## src/rtl/lsu_mem_master.sv

```systemverilog
// lsu_mem_master: load/store unit driving a word-wide request/grant/rvalid memory port.
// Latency: immediate error 1 cycle, aligned store 2 cycles, aligned load 3 cycles (minimum, acceptance to lsu_valid_o).
// Backpressure: takes one request at a time (lsu_ready_o only in IDLE); holds the memory request until mem_gnt_i or timeout.
//
// Ports: clk_i/rst_ni (synchronous active-low reset); lsu_* is the core-side request and completion
// interface; mem_* is the memory port (word-aligned address, byte enables, lane-shifted write data).
// Build option: define LSU_MISALIGNED_SPLIT_EN to split misaligned half/word accesses into two beats.
// Without it, those accesses return an error and the second-beat logic is not built.
module lsu_mem_master #(
    parameter int XLEN     = 32,
    parameter int MAX_WAIT = 255
) (
    input  logic            clk_i,
    input  logic            rst_ni,
    input  logic            lsu_req_i,
    output logic            lsu_ready_o,
    input  logic            lsu_we_i,
    input  logic [XLEN-1:0] lsu_addr_i,
    input  logic [XLEN-1:0] lsu_wdata_i,
    input  logic [1:0]      lsu_size_i,
    input  logic            lsu_sign_ext_i,
    output logic            lsu_valid_o,
    output logic [XLEN-1:0] lsu_rdata_o,
    output logic            lsu_err_o,
    output logic            mem_req_o,
    input  logic            mem_gnt_i,
    output logic            mem_we_o,
    output logic [XLEN-1:0] mem_addr_o,
    output logic [3:0]      mem_be_o,
    output logic [XLEN-1:0] mem_wdata_o,
    input  logic            mem_rvalid_i,
    input  logic [XLEN-1:0] mem_rdata_i
);

    typedef enum logic [2:0] {
        S_IDLE, S_REQ1, S_WAIT1, S_REQ2, S_WAIT2, S_RESP
    } state_t;

    // The timeout fires on the cycle the counter holds MAX_WAIT-1, so exactly
    // MAX_WAIT cycles are spent in one REQx/WAITx state before giving up.
    localparam logic [7:0] LP_TO_LAST = 8'(MAX_WAIT - 1);

    state_t          r_state;
    state_t          w_state_nxt;
    logic [7:0]      r_cnt;
    logic            r_we;
    logic            r_sext;
    logic            r_err;
    logic [1:0]      r_size;
    logic [XLEN-1:0] r_addr;
    logic [XLEN-1:0] r_wdata;
    logic [XLEN-1:0] r_lo;

    logic [1:0]      w_off;
    logic [4:0]      w_sh;
    logic [7:0]      w_mask;
    logic [3:0]      w_be1;
    logic [XLEN-1:0] w_wd1;
    logic [XLEN-1:0] w_ext_src;
    logic [XLEN-1:0] w_ext;
    logic [XLEN-1:0] w_base;
    logic            w_split;
    logic            w_req_bad;
    logic            w_busy;
    logic            w_to;
    logic            w_to_fire;

    assign w_off  = r_addr[1:0];
    assign w_sh   = {w_off, 3'b000};
    assign w_base = {r_addr[XLEN-1:2], 2'b00};
    // n-byte lane mask before shifting to the access offset
    assign w_mask = (r_size == 2'b00) ? 8'h01 :
                    (r_size == 2'b01) ? 8'h03 : 8'h0F;

`ifdef LSU_MISALIGNED_SPLIT_EN
    logic [XLEN-1:0]   r_hi;
    logic [7:0]        w_be_full;
    logic [2*XLEN-1:0] w_wd_full;
    logic [3:0]        w_be2;
    logic [XLEN-1:0]   w_wd2;

    // Lanes and data are computed over a two-word window; the upper half is beat 2.
    assign w_be_full = w_mask << w_off;
    assign w_wd_full = {{XLEN{1'b0}}, r_wdata} << w_sh;
    assign w_be1     = w_be_full[3:0];
    assign w_be2     = w_be_full[7:4];
    assign w_wd1     = w_wd_full[XLEN-1:0];
    assign w_wd2     = w_wd_full[2*XLEN-1:XLEN];
    assign w_ext_src = XLEN'({r_hi, r_lo} >> w_sh);
    assign w_split   = |w_be2;
    assign w_req_bad = (lsu_size_i == 2'b11);
`else
    assign w_be1     = 4'(w_mask << w_off);
    assign w_wd1     = r_wdata << w_sh;
    assign w_ext_src = r_lo >> w_sh;
    assign w_split   = 1'b0;
    assign w_req_bad = (lsu_size_i == 2'b11) ||
                       ((lsu_size_i == 2'b01) && (lsu_addr_i[1:0] == 2'b11)) ||
                       ((lsu_size_i == 2'b10) && (lsu_addr_i[1:0] != 2'b00));
`endif

    always_comb begin
        w_ext = w_ext_src;
        case (r_size)
            2'b00:   w_ext = {{(XLEN-8){r_sext & w_ext_src[7]}}, w_ext_src[7:0]};
            2'b01:   w_ext = {{(XLEN-16){r_sext & w_ext_src[15]}}, w_ext_src[15:0]};
            default: w_ext = w_ext_src;
        endcase
    end

    assign w_busy = (r_state == S_REQ1) || (r_state == S_WAIT1) ||
                    (r_state == S_REQ2) || (r_state == S_WAIT2);
    assign w_to   = (r_cnt == LP_TO_LAST);

    // A grant or rvalid arriving on the final wait cycle wins over the timeout.
    always_comb begin
        w_state_nxt = r_state;
        w_to_fire   = 1'b0;
        case (r_state)
            S_IDLE: begin
                if (lsu_req_i) w_state_nxt = w_req_bad ? S_RESP : S_REQ1;
            end
            S_REQ1: begin
                if (mem_gnt_i)  w_state_nxt = r_we ? (w_split ? S_REQ2 : S_RESP) : S_WAIT1;
                else if (w_to) begin w_state_nxt = S_RESP; w_to_fire = 1'b1; end
            end
            S_WAIT1: begin
                if (mem_rvalid_i) w_state_nxt = w_split ? S_REQ2 : S_RESP;
                else if (w_to) begin w_state_nxt = S_RESP; w_to_fire = 1'b1; end
            end
`ifdef LSU_MISALIGNED_SPLIT_EN
            S_REQ2: begin
                if (mem_gnt_i)  w_state_nxt = r_we ? S_RESP : S_WAIT2;
                else if (w_to) begin w_state_nxt = S_RESP; w_to_fire = 1'b1; end
            end
            S_WAIT2: begin
                if (mem_rvalid_i) w_state_nxt = S_RESP;
                else if (w_to) begin w_state_nxt = S_RESP; w_to_fire = 1'b1; end
            end
`endif
            S_RESP:  w_state_nxt = S_IDLE;
            default: w_state_nxt = S_IDLE;
        endcase
    end

    always_ff @(posedge clk_i) begin
        if (!rst_ni) begin
            r_state <= S_IDLE;
            r_cnt   <= 8'd0;
            r_we    <= 1'b0;
            r_sext  <= 1'b0;
            r_err   <= 1'b0;
            r_size  <= 2'b00;
            r_addr  <= '0;
            r_wdata <= '0;
            r_lo    <= '0;
`ifdef LSU_MISALIGNED_SPLIT_EN
            r_hi    <= '0;
`endif
        end else begin
            r_state <= w_state_nxt;
            r_cnt   <= (w_busy && (w_state_nxt == r_state)) ? r_cnt + 8'd1 : 8'd0;
            if ((r_state == S_IDLE) && lsu_req_i) begin
                r_we    <= lsu_we_i;
                r_sext  <= lsu_sign_ext_i;
                r_size  <= lsu_size_i;
                r_addr  <= lsu_addr_i;
                r_wdata <= lsu_wdata_i;
                r_err   <= w_req_bad;
            end
            if (w_to_fire) r_err <= 1'b1;
            if ((r_state == S_WAIT1) && mem_rvalid_i) r_lo <= mem_rdata_i;
`ifdef LSU_MISALIGNED_SPLIT_EN
            if ((r_state == S_WAIT2) && mem_rvalid_i) r_hi <= mem_rdata_i;
`endif
        end
    end

    assign lsu_ready_o = (r_state == S_IDLE);
    assign lsu_valid_o = (r_state == S_RESP);
    assign lsu_err_o   = (r_state == S_RESP) && r_err;
    assign lsu_rdata_o = ((r_state == S_RESP) && !r_err && !r_we) ? w_ext : '0;

    assign mem_req_o = (r_state == S_REQ1) || (r_state == S_REQ2);
    assign mem_we_o  = mem_req_o && r_we;

    always_comb begin
        mem_addr_o  = '0;
        mem_be_o    = 4'b0000;
        mem_wdata_o = '0;
        if (r_state == S_REQ1) begin
            mem_addr_o  = w_base;
            mem_be_o    = w_be1;
            mem_wdata_o = w_wd1;
        end
`ifdef LSU_MISALIGNED_SPLIT_EN
        else if (r_state == S_REQ2) begin
            mem_addr_o  = w_base + XLEN'(4);
            mem_be_o    = w_be2;
            mem_wdata_o = w_wd2;
        end
`endif
    end

endmodule

```

## config.mk

```make
export PLATFORM = sky130hd
export DESIGN_NAME = lsu_mem_master
export DESIGN_NICKNAME = d
export VERILOG_FILES = /design/src/rtl/lsu_mem_master.sv
export SDC_FILE = /design/constraint.sdc
export NUM_CORES = 1
export LEC_CHECK = 0
export ABC_CLOCK_PERIOD_IN_PS = 2000
export BUFFER_PORTS_ARGS = -buffer_cell sky130_fd_sc_hd__buf_4
export CORE_MARGIN = 1.5
export CORE_UTILIZATION = 28
export CTS_BUF_LIST = sky130_fd_sc_hd__clkbuf_8
export DETAILED_ROUTE_END_ITERATION = 8
export GPL_ROUTABILITY_DRIVEN = 0
export PLACE_DENSITY = 0.48
export SLEW_MARGIN = 20
export SYNTH_ARGS = -nofsm -noshare
export SYNTH_HDL_FRONTEND = slang
export SYNTH_SLANG_ARGS = --single-unit
```

## constraint.sdc

```tcl
create_clock -name clk_i -period 2 [get_ports clk_i]
set_clock_uncertainty 0.2 [all_clocks]
set_input_delay 0.2 -clock clk_i [delete_from_list [all_inputs] [get_ports clk_i]]
set_output_delay 0.2 -clock clk_i [all_outputs]
set_load 0.01 [all_outputs]
```

==> results.yml, run 1 <==
run_status:
  outcome: "finished with violations"
  violations: "setup timing"
synthesis:
  synth_compound_area_share_pct: 22.6
  synth-xor-area-share_pct: 0.876
  synthFlopType: "dfxtp_1"
  synth-seq-cells: 112
  synthMuxAreaShare_pct: 6.11
  yosys_warnings: 0
  synth_edf_count: 0
  async_flop_share_pct: 0
  synth_cells: 762
  synth_commonest_cells: "nand2_1, dfxtp_1, a21boi_1, nor2_1, and2_1"
  yosys.area_share.simple_pct: 27.7
  synth_top_area_cell: "dfxtp_1"
  synth.most_common_cell: "nand2_1"
  syn_area_um2: 6000
  synthTopCellsByArea: "dfxtp_1, nand2_1, a21boi_1"
  synth_top_family_by_area: "simple AND/OR/NAND/NOR gates"
  synth_top_area_share_pct: 37.4
  synthAdderAreaFrac_pct: 0.417
  yosysSeqAreaShare_pct: 37.4
  avgSynthCellArea_um2: 7.87
  yosysUniqueCellTypes: 54
final_layout:
  drive_above_1_share_pct: 42.0
  fin_util_pct: 51.6
  antennaDiodeCount: 0
  layoutNonFillerInstCount: 1384
  num-nets-final: 1211
  syn_to_final_growth_pct: 80.7
grt:
  grt_overflow: 0
  first_global_vias: 6556
  track_usage_pct: 19.8
  antenna_found_initial: 0
  grt_pass1_wl_um: 35000
  grt_max_degree: 104
setup_path:
  timing.critical_path.buf_inv: 4
  cp_slowest_cell: "mux4_2"
  worst_r2r_path_depth: 7
  max_stage_delay_ns: 0.48
  setup.worst_path.class: "reg -> out"
  critical_path_depth: 8
  worst-path-max-fanout: 4
  reg2reg_from: "r_state[0]"
  cp.required_ns: 1.60
  critPathTopFamily: "buffers and inverters"
  path_cells: "buf_6 -> mux4_2 -> nor2_4 -> buf_6 -> nor4_4 -> buf_4 -> a21o_1 -> buf_6"
  cp-start-kind: "register"
  crit_start: "r_lo[23]"
  endpoint_kind: "output port"
  arrival_ns: 2.06
  worst_path_most_repeated_cell: "buf_6"
routing:
  vias: 6493
  drt_iter0_markers: 223
  vias_per_cell: 4.69
  wire_per_inst_um: 16.3
  antenna_left: 0
  firstDrtPassIters: 4
  route.detailed.drc: 0
  wl_um: 22600
sta:
  fin_crit_sh_pct: 123
  period_minus_slack_ns: 2.46
  finalMaxSlewViolations: 0
  max_freq_mhz: 406
  setup_viol: 98
  rsz0062_at_grt: "yes"
  final_hold_viol_count: 0
  layout_setup_ws_ns: -0.463
power:
  power.switching_mw: 1.74
  peakVddDrop_mv: 0.456
  pwr-share-clk_pct: 26.7
  power_density_nw_per_um2: 534
  power.internal_mw: 4.05
  switching_share_pct: 30.1
  power_frac_comb_pct: 30.8
  seqPwrFrac_pct: 42.6
  p_leak_nw: 4.34
floorplan:
  rows: 53
  die_h_um: 149
  core_area_um2: 21000
  initial_core_util_pct: 28.5
  dieArea_um2: 22300
  pin_count: 210
  die_w_um: 149
cts:
  root_buffer: "clkbuf_8"
  clk_pin_slew_worst_paths_ns: 0.11
  htree_levels: 3
  clk_latency_ns: 0.38
  clock_sinks: 112
  cts_buffers: 9
  clk_path_buf_depth: 2
  cts_tree: "built"
min_path:
  whs_path_depth: 4
  hold_start: "mem_gnt_i"
  hp-class: "in -> reg"
placed_design:
  dp_hpwl_um: 14400
  io_buffers: 207
  dp.cells: 1225
run:
  max_cap_viol_count: 0
==> worst paths after layout <==
kind	to	slack [ns]
hold / removal	r_state[1]	0.03
hold reg to reg	r_lo[2]	0.26
setup reg to reg	r_cnt[5]	0.12
setup / recovery	lsu_rdata_o[29]	-0.46
==> cells in the final DEF, fill, tap and decap left out, drive strengths merged, types with 3 or more instances in the layout <==
cell / count
a211oi: 32
a21boi: 100
a21o: 8
a21oi: 19
and2: 48
buf: 287
clkbuf: 11
clkinv: 3
dfxtp: 112
dlygate4sd3: 101
inv: 5
mux2i: 31
nand2: 205
nand2b: 5
nand3: 5
nand4b: 3
nor2: 53
nor2b: 20
o21a: 3
o21ai: 17
xnor2: 3
xor2: 3
==> routing by layer <==
layer | global-route usage (%) | part of all wire [%] | up-vias
met5 | 0 | 0 | -
met4 | 4.50 | 1.3 | 0
met3 | 5.02 | 5.9 | 16
met2 | 33.1 | 48 | 172
met1 | 25.6 | 45 | 3067
li1 | - | - | 3238
==> cell type report <==
| cell class | count | area, um2 |
|---|---|---|
| Clock buffer | 9 | 124 |
| Clock inverter | 7 | 92.6 |
| Fill cell | 1999 | 10200 |
| Inverter | 3 | 11.3 |
| Multi-Input combinational cell | 586 | 4150 |
| Sequential cell | 112 | 2250 |
| Tap cell | 275 | 344 |
| Timing Repair Buffer | 392 | 3870 |
==> tightest hold or removal path: stages <==
cell and delay, ns:
buf_4 0.12, nand3b_1 0.07, o41ai_1 0.06, and2_1 0.11
==> timing repair <==
| item | 4_1_cts | 5_1_grt |
|---|---|---|
| hold buffers | 101 | 0 |
| pin swaps | 60 | 52 |
| hold endpoints to repair | 101 | 0 |
| gates resized for setup | 213 | 85 |
| buffers inserted | 23 | 20 |
| cloned | 10 | 2 |
| endpoints found under the setup margin | 98 | 147 |
==> stage by stage <==
step / power, mW / worst slack [ns] / area, um2 / hold slack (ns) / TNS [ns]
finish: 5.79 / -0.463 / 10800 / 0.0257 / -19.50
floorplan: 3.08 / 0.0129 / 6000 / 0.135 / 0
global placement: 3.63 / -0.108 / 8050 / 0.239 / -1.49
global route: 6.09 / -0.529 / 10800 / 0.0269 / -27.87
CTS: 5.79 / -0.462 / 10500 / 0.000174 / -21.64
detailed placement: 3.63 / -0.141 / 8050 / 0.246 / -2.25
==> sequential cells by signal, summed over array words and instances (netlist names) <==
signal and cells:
r_addr 32, r_cnt 8, r_err 1, r_lo 32, r_sext 1, r_size 2
r_state 3, r_wdata 32, r_we 1
==> cells by family after synthesis <==
| logic type | Yosys count |
|---|---|
| AND/OR/NAND/NOR | 354 |
| adder cells (fa/ha/maj) | 2 |
| other | 1 |
| flip-flops | 112 |
| XOR/XNOR | 6 |
| buffers and inverters | 66 |
| multiplexers | 34 |
| AO/OA/AOI/OAI | 187 |
==> power groups by stage <==
stage | combinational (mW) | clock, mW | sequential (mW)
after floorplan | 0.614 | 0 | 2.46
after global placement | 1.14 | 0 | 2.49
after detailed placement | 1.14 | 0 | 2.49
after CTS | 1.72 | 1.62 | 2.45
after global routing | 1.92 | 1.69 | 2.48
final | 1.78 | 1.54 | 2.46
No activity file was read; power rests on OpenSTA's default activity.
==> run 2: changes to the inputs <==
==> constraint.sdc (replaced) <==
create_clock -name clk_i -period 2 [get_ports clk_i]
set_clock_uncertainty 0.2 [all_clocks]
set_input_delay 0.3 -clock clk_i [delete_from_list [all_inputs] [get_ports clk_i]]
set_output_delay 0.3 -clock clk_i [all_outputs]
set_load 0.01 [all_outputs]
==> run 2 against run 1 <==
  * The run still ends with setup timing left
  * Via count up 0.14%
  * Clock-buffer cell count up 2
  * Critical path depth down 3
  * Combinational power up 8%
  * Highest routed layer unchanged
==> results.yml, run 2 (same netlist as run 1, synthesis figures left out) <==
cts:
  clk_pin_slew_worst_paths_ns: 0.11
  cts_tree: "built"
  htree_levels: 3
  clock_sinks: 112
  clk_latency_ns: 0.39
  clk_path_buf_depth: 2
  cts_buffers: 9
  root_buffer: "clkbuf_8"
setup_path:
  cp_slowest_cell: "or4_4"
  setup.worst_path.class: "reg -> out"
  timing.critical_path.buf_inv: 1
  cp.required_ns: 1.50
  endpoint_kind: "output port"
  critPathTopFamily: "simple AND/OR/NAND/NOR gates"
  r2r_slack_ns: -0.11
  timing.rr.end: "r_wdata[16]"
  max_stage_delay_ns: 0.66
  path_cells: "nand2b_4 -> a311o_1 -> or4_4 -> o21ai_2 -> buf_4"
  worst_r2r_path_depth: 10
  worst-path-max-fanout: 8
  arrival_ns: 2.04
  cp-start-kind: "register"
  reg2reg_from: "r_state[1]"
final_layout:
  top_regs: "r_addr x32, r_lo x32, r_wdata x32"
  final_cell_mix: "buf_4, nand2_1, dfxtp_1, dlygate4sd3_1, a21boi_1"
  drive_above_1_share_pct: 43.8
  antennaDiodeCount: 0
  num-nets-final: 1222
  final_common_cell: "buf_4"
  syn_to_final_growth_pct: 83.0
  layoutNonFillerInstCount: 1395
placed_design:
  io_buffers: 207
  dp.cells: 1232
  dp_hpwl_um: 14300
sta:
  period_minus_slack_ns: 2.54
  fin_crit_sh_pct: 127
  setup_viol: 194
  rsz0062_at_grt: "yes"
  max_freq_mhz: 393
  layout_setup_ws_ns: -0.541
  final_hold_viol_count: 0
  finalMaxSlewViolations: 0
routing:
  vias: 6502
  wl_um: 23800
  drt_iter0_markers: 247
  route.detailed.drc: 0
  firstDrtPassIters: 4
  wire_per_inst_um: 17.1
  antenna_left: 0
  vias_per_cell: 4.66
power:
  p_leak_nw: 4.52
  power_density_nw_per_um2: 522
  power_mw: 5.73
  peakVddDrop_mv: 0.395
min_path:
  whs_path_depth: 4
  hold_start: "lsu_req_i"
  min_to: "r_we"
  hp-class: "in -> reg"
grt:
  grt_overflow: 0
  grt_max_degree: 72
  grt_pass1_wl_um: 33700
  first_global_vias: 6192
  track_usage_pct: 19.3
  antenna_found_initial: 0
run:
  max_cap_viol_count: 0
run_status:
  outcome: "finished with violations"
  violations: "setup timing"
floorplan:
  initial_core_util_pct: 28.5
  pin_count: 210
  die_w_um: 149
  rows: 53
  dieArea_um2: 22300
  die_h_um: 149
  core_area_um2: 21000
[run 2: cell types whose count changed in the layout (fill, tap and decap cells not counted), moves of 8 or more]
cell,delta
a21oi_1,+9
a21oi_2,-9
a21boi_2,+11
nor2b_4,-9
buf_4,+12
a211oi_2,-8
a21boi_1,+29
nand2_1,-21
nand2_4,+14
o21ai_0,+8
a21boi_0,-40
clkbuf_16,+10
[run 2: cell type report]
type,instances,area (um2)
sequential,112,2260
tap,275,344
inverter,3,11.3
timing repair buffer,403,4020
clock buffer,11,151
clock inverter,5,31.3
multi-input combinational,586,4170
fill,1987,10000
[run 2: worst max path at each step]
| stage | startpoint | end | slack, ns | cells after the start |
|---|---|---|---|---|
| after CTS | r_addr[1] | lsu_rdata_o[23] | -0.54 | 5 |
| after floorplan | r_state[1] | lsu_rdata_o[18] | -0.08 | 7 |
| after global routing | r_addr[1] | lsu_rdata_o[19] | -0.61 | 5 |
| final | r_addr[1] | lsu_rdata_o[21] | -0.54 | 5 |
| after detailed placement | r_lo[23] | lsu_rdata_o[28] | -0.24 | 6 |
| after global placement | r_lo[23] | lsu_rdata_o[27] | -0.24 | 6 |
[run 2: metrics by stage]
step	setup TNS (ns)	util, %	hold slack, ns	area (um2)	setup slack [ns]
finish	-38.55	52.2	0.0663	11000	-0.541
global route	-52.12	52.2	0.0763	11000	-0.614
CTS	-33.88	47.9	0.0647	10100	-0.544
detailed placement	-3.66	38.8	0.242	8150	-0.241
global placement	-3.24	38.8	0.237	8150	-0.237
floorplan	-0.628	-	0.230	6030	-0.0816
[run 2: where the power goes]
| group | switching [mW] | internal [mW] |
|---|---|---|
| Sequential | 0.0959 | 2.36 |
| Combinational | 0.880 | 1.04 |
| Clock | 0.833 | 0.522 |
[run 2: timing repair]
| item | CTS | global route |
|---|---|---|
| buffers inserted | 16 | 15 |
| pin swaps | 55 | 41 |
| gates cloned | 5 | 16 |
| hold buffers | 100 | 0 |
| gates resized for setup | 157 | 158 |
| endpoints found under the setup margin | 99 | 147 |
| endpoints found under the hold margin | 100 | 0 |
[run 2: worst register-to-register path, cell delays in order (launching register included)]
cell and delay [ns]:
dfxtp_2 0.34, buf_6 0.11, buf_6 0.10, buf_6 0.12, buf_6 0.11, buf_6 0.12, nor4b_4 0.31, buf_6 0.22
clkbuf_16 0.18, nand2_1 0.09, a21boi_1 0.14
[run 2: metal layers]
metal / global-route usage [%] / vias up / wire [um] / part of all wire (%)
met5: 0 / - / 0 / 0
met2: 31.9 / 178 / 11400 / 48
met3: 4.40 / 18 / 1360 / 5.7
met4: 4.36 / 0 / 318 / 1.3
li1: - / 3258 / - / -
met1: 25.5 / 3048 / 10700 / 45
==> run 3: changes to the inputs <==
--- a/config.mk
+++ b/config.mk
@@ -8,4 +8,5 @@
 export ABC_CLOCK_PERIOD_IN_PS = 2000
 export BUFFER_PORTS_ARGS = -buffer_cell sky130_fd_sc_hd__buf_4
+export CORE_ASPECT_RATIO = 1.2
 export CORE_MARGIN = 1.5
 export CORE_UTILIZATION = 28
--- a/constraint.sdc
+++ b/constraint.sdc
@@ -3,3 +3,3 @@
 set_input_delay 0.3 -clock clk_i [delete_from_list [all_inputs] [get_ports clk_i]]
 set_output_delay 0.3 -clock clk_i [all_outputs]
-set_load 0.01 [all_outputs]
+set_load 0.02 [all_outputs]
==> run 3 against run 2 <==
  * The flow still finishes with violations (setup timing)
  * Non-clock buffer count increased by 24
  * Final cell count is 1.4% higher
  * Critical path type unchanged
  * Routed wire length grew 1.4%
  * Largest power group unchanged
  * Utilization up 2.9 points
==> results.yml, run 3 (same netlist as run 1, synthesis figures left out) <==
run_status:
  outcome: "finished with violations"
  violations: "setup timing"
routing:
  antenna_left: 0
  wire_per_inst_um: 17.0
  wl_um: 24100
  vias: 6625
  drt_iter0_markers: 242
  vias_per_cell: 4.68
  firstDrtPassIters: 4
  route.detailed.drc: 0
floorplan:
  initial_core_util_pct: 28.6
  pin_count: 210
  die_w_um: 137
  rows: 58
  dieArea_um2: 22300
  die_h_um: 163
  core_area_um2: 21000
setup_path:
  crit_end: "lsu_rdata_o[19]"
  reg2reg_from: "r_state[1]"
  endpoint_kind: "output port"
  crit_start: "r_addr[1]"
  worst_r2r_path_depth: 11
  worst-path-max-fanout: 8
  setup.worst_path.class: "reg -> out"
  cp-start-kind: "register"
  arrival_ns: 2.11
  cp.required_ns: 1.50
  timing.rr.end: "r_wdata[11]"
  r2r_slack_ns: -0.07
grt:
  grt_overflow: 0
  first_global_vias: 6502
  grt_pass1_wl_um: 35200
  grt_max_degree: 104
  antenna_found_initial: 1
  track_usage_pct: 20.2
final_layout:
  num-nets-final: 1246
  final_cell_mix: "nand2_1, buf_4, buf_6, dfxtp_1, dlygate4sd3_1"
  layoutNonFillerInstCount: 1415
  fin_util_pct: 55.1
  final_common_cell: "nand2_1"
  top_regs: "r_addr x32, r_lo x32, r_wdata x32"
  drive_above_1_share_pct: 46.0
  syn_to_final_growth_pct: 92.8
sta:
  setup_viol: 126
  final_hold_viol_count: 0
  layout_setup_ws_ns: -0.611
  fin_crit_sh_pct: 131
  rsz0062_at_grt: "yes"
  max_freq_mhz: 383
  period_minus_slack_ns: 2.61
  finalMaxSlewViolations: 0
cts:
  htree_levels: 3
  cts_buffers: 9
  clk_path_buf_depth: 2
  clk_pin_slew_worst_paths_ns: 0.11
  clk_latency_ns: 0.39
  root_buffer: "clkbuf_8"
  cts_tree: "built"
  clock_sinks: 112
placed_design:
  dp_hpwl_um: 14100
  dp.cells: 1232
  io_buffers: 207
min_path:
  hp-class: "in -> reg"
power:
  p_leak_nw: 4.61
  power_density_nw_per_um2: 522
  peakVddDrop_mv: 0.298
run:
  max_cap_viol_count: 0
-- run 3: changes by cell type in the layout (fill, tap and decap cells not counted), sizes merged --
cell,change
clkinvlp,+1
diode,+1
bufinv,+1
clkbuf,-8
buf,+30
-- run 3: worst max-delay path, cell delays in order, from the launching register on --
cell	delay (ns)
dfxtp_2	0.34
nand2b_4	0.14
a311o_1	0.30
or4_4	0.69
o21ai_4	0.11
buf_6	0.13
-- run 3: worst min-delay path by stage --
stage                 startpoint    endpoint  slack, ns  cells after the start
global route        mem_rvalid_i  r_state[1]       0.09                      3
CTS                 mem_rvalid_i  r_state[1]       0.07                      3
global placement         r_lo[5]     r_lo[5]       0.24                      2
floorplan               r_cnt[0]    r_cnt[0]       0.23                      1
finish              mem_rvalid_i  r_state[1]       0.08                      3
detailed placement       r_lo[4]     r_lo[4]       0.24                      2
-- run 3: repair_timing --
item | CTS | global route
setup endpoints to repair | 100 | 179
gates resized for setup | 202 | 190
hold endpoints to repair | 100 | 0
pin swaps | 33 | 64
buffers inserted | 22 | 36
cloned | 8 | 12
hold buffers | 100 | 0
-- run 3: power by group --
group / internal, mW / switching (mW) / total, mW
clock network: 0.593 / 0.893 / 1.49
registers: 2.36 / 0.104 / 2.46
logic: 1.12 / 0.973 / 2.09
total: 4.07 / 1.97 / 6.04
-- run 3: final cells by class --
type | count | area [um2]
Tap cell | 270 | 338
Clock buffer | 9 | 124
Timing Repair Buffer | 427 | 4360
Inverter | 3 | 11.3
Antenna cell | 1 | 2.50
Fill cell | 1930 | 9410
Clock inverter | 7 | 78.8
Multi-Input combinational cell | 586 | 4400
Sequential cell | 112 | 2250
-- run 3: stage by stage --
step	instance area, um2	hold slack [ns]	worst slack [ns]	total power, mW	TNS [ns]
after global placement	8320	0.239	-0.273	3.70	-4.87
after global routing	11600	0.0887	-0.665	6.33	-54.31
after CTS	10700	0.0707	-0.613	5.77	-37.58
after detailed placement	8320	0.242	-0.295	3.71	-5.61
final	11600	0.0838	-0.611	6.04	-41.97
after floorplan	6210	0.230	-0.141	3.16	-3.36
-- run 3: metal layers --
| layer | track usage, % | up-vias | wire length, um |
|---|---|---|---|
| met1 | 25.8 | 3120 | 10500 |
| met2 | 33.8 | 184 | 11800 |
| met4 | 7.06 | 0 | 431 |
| li1 | - | 3294 | - |
| met3 | 3.88 | 27 | 1400 |
| met5 | 0 | - | 0 |
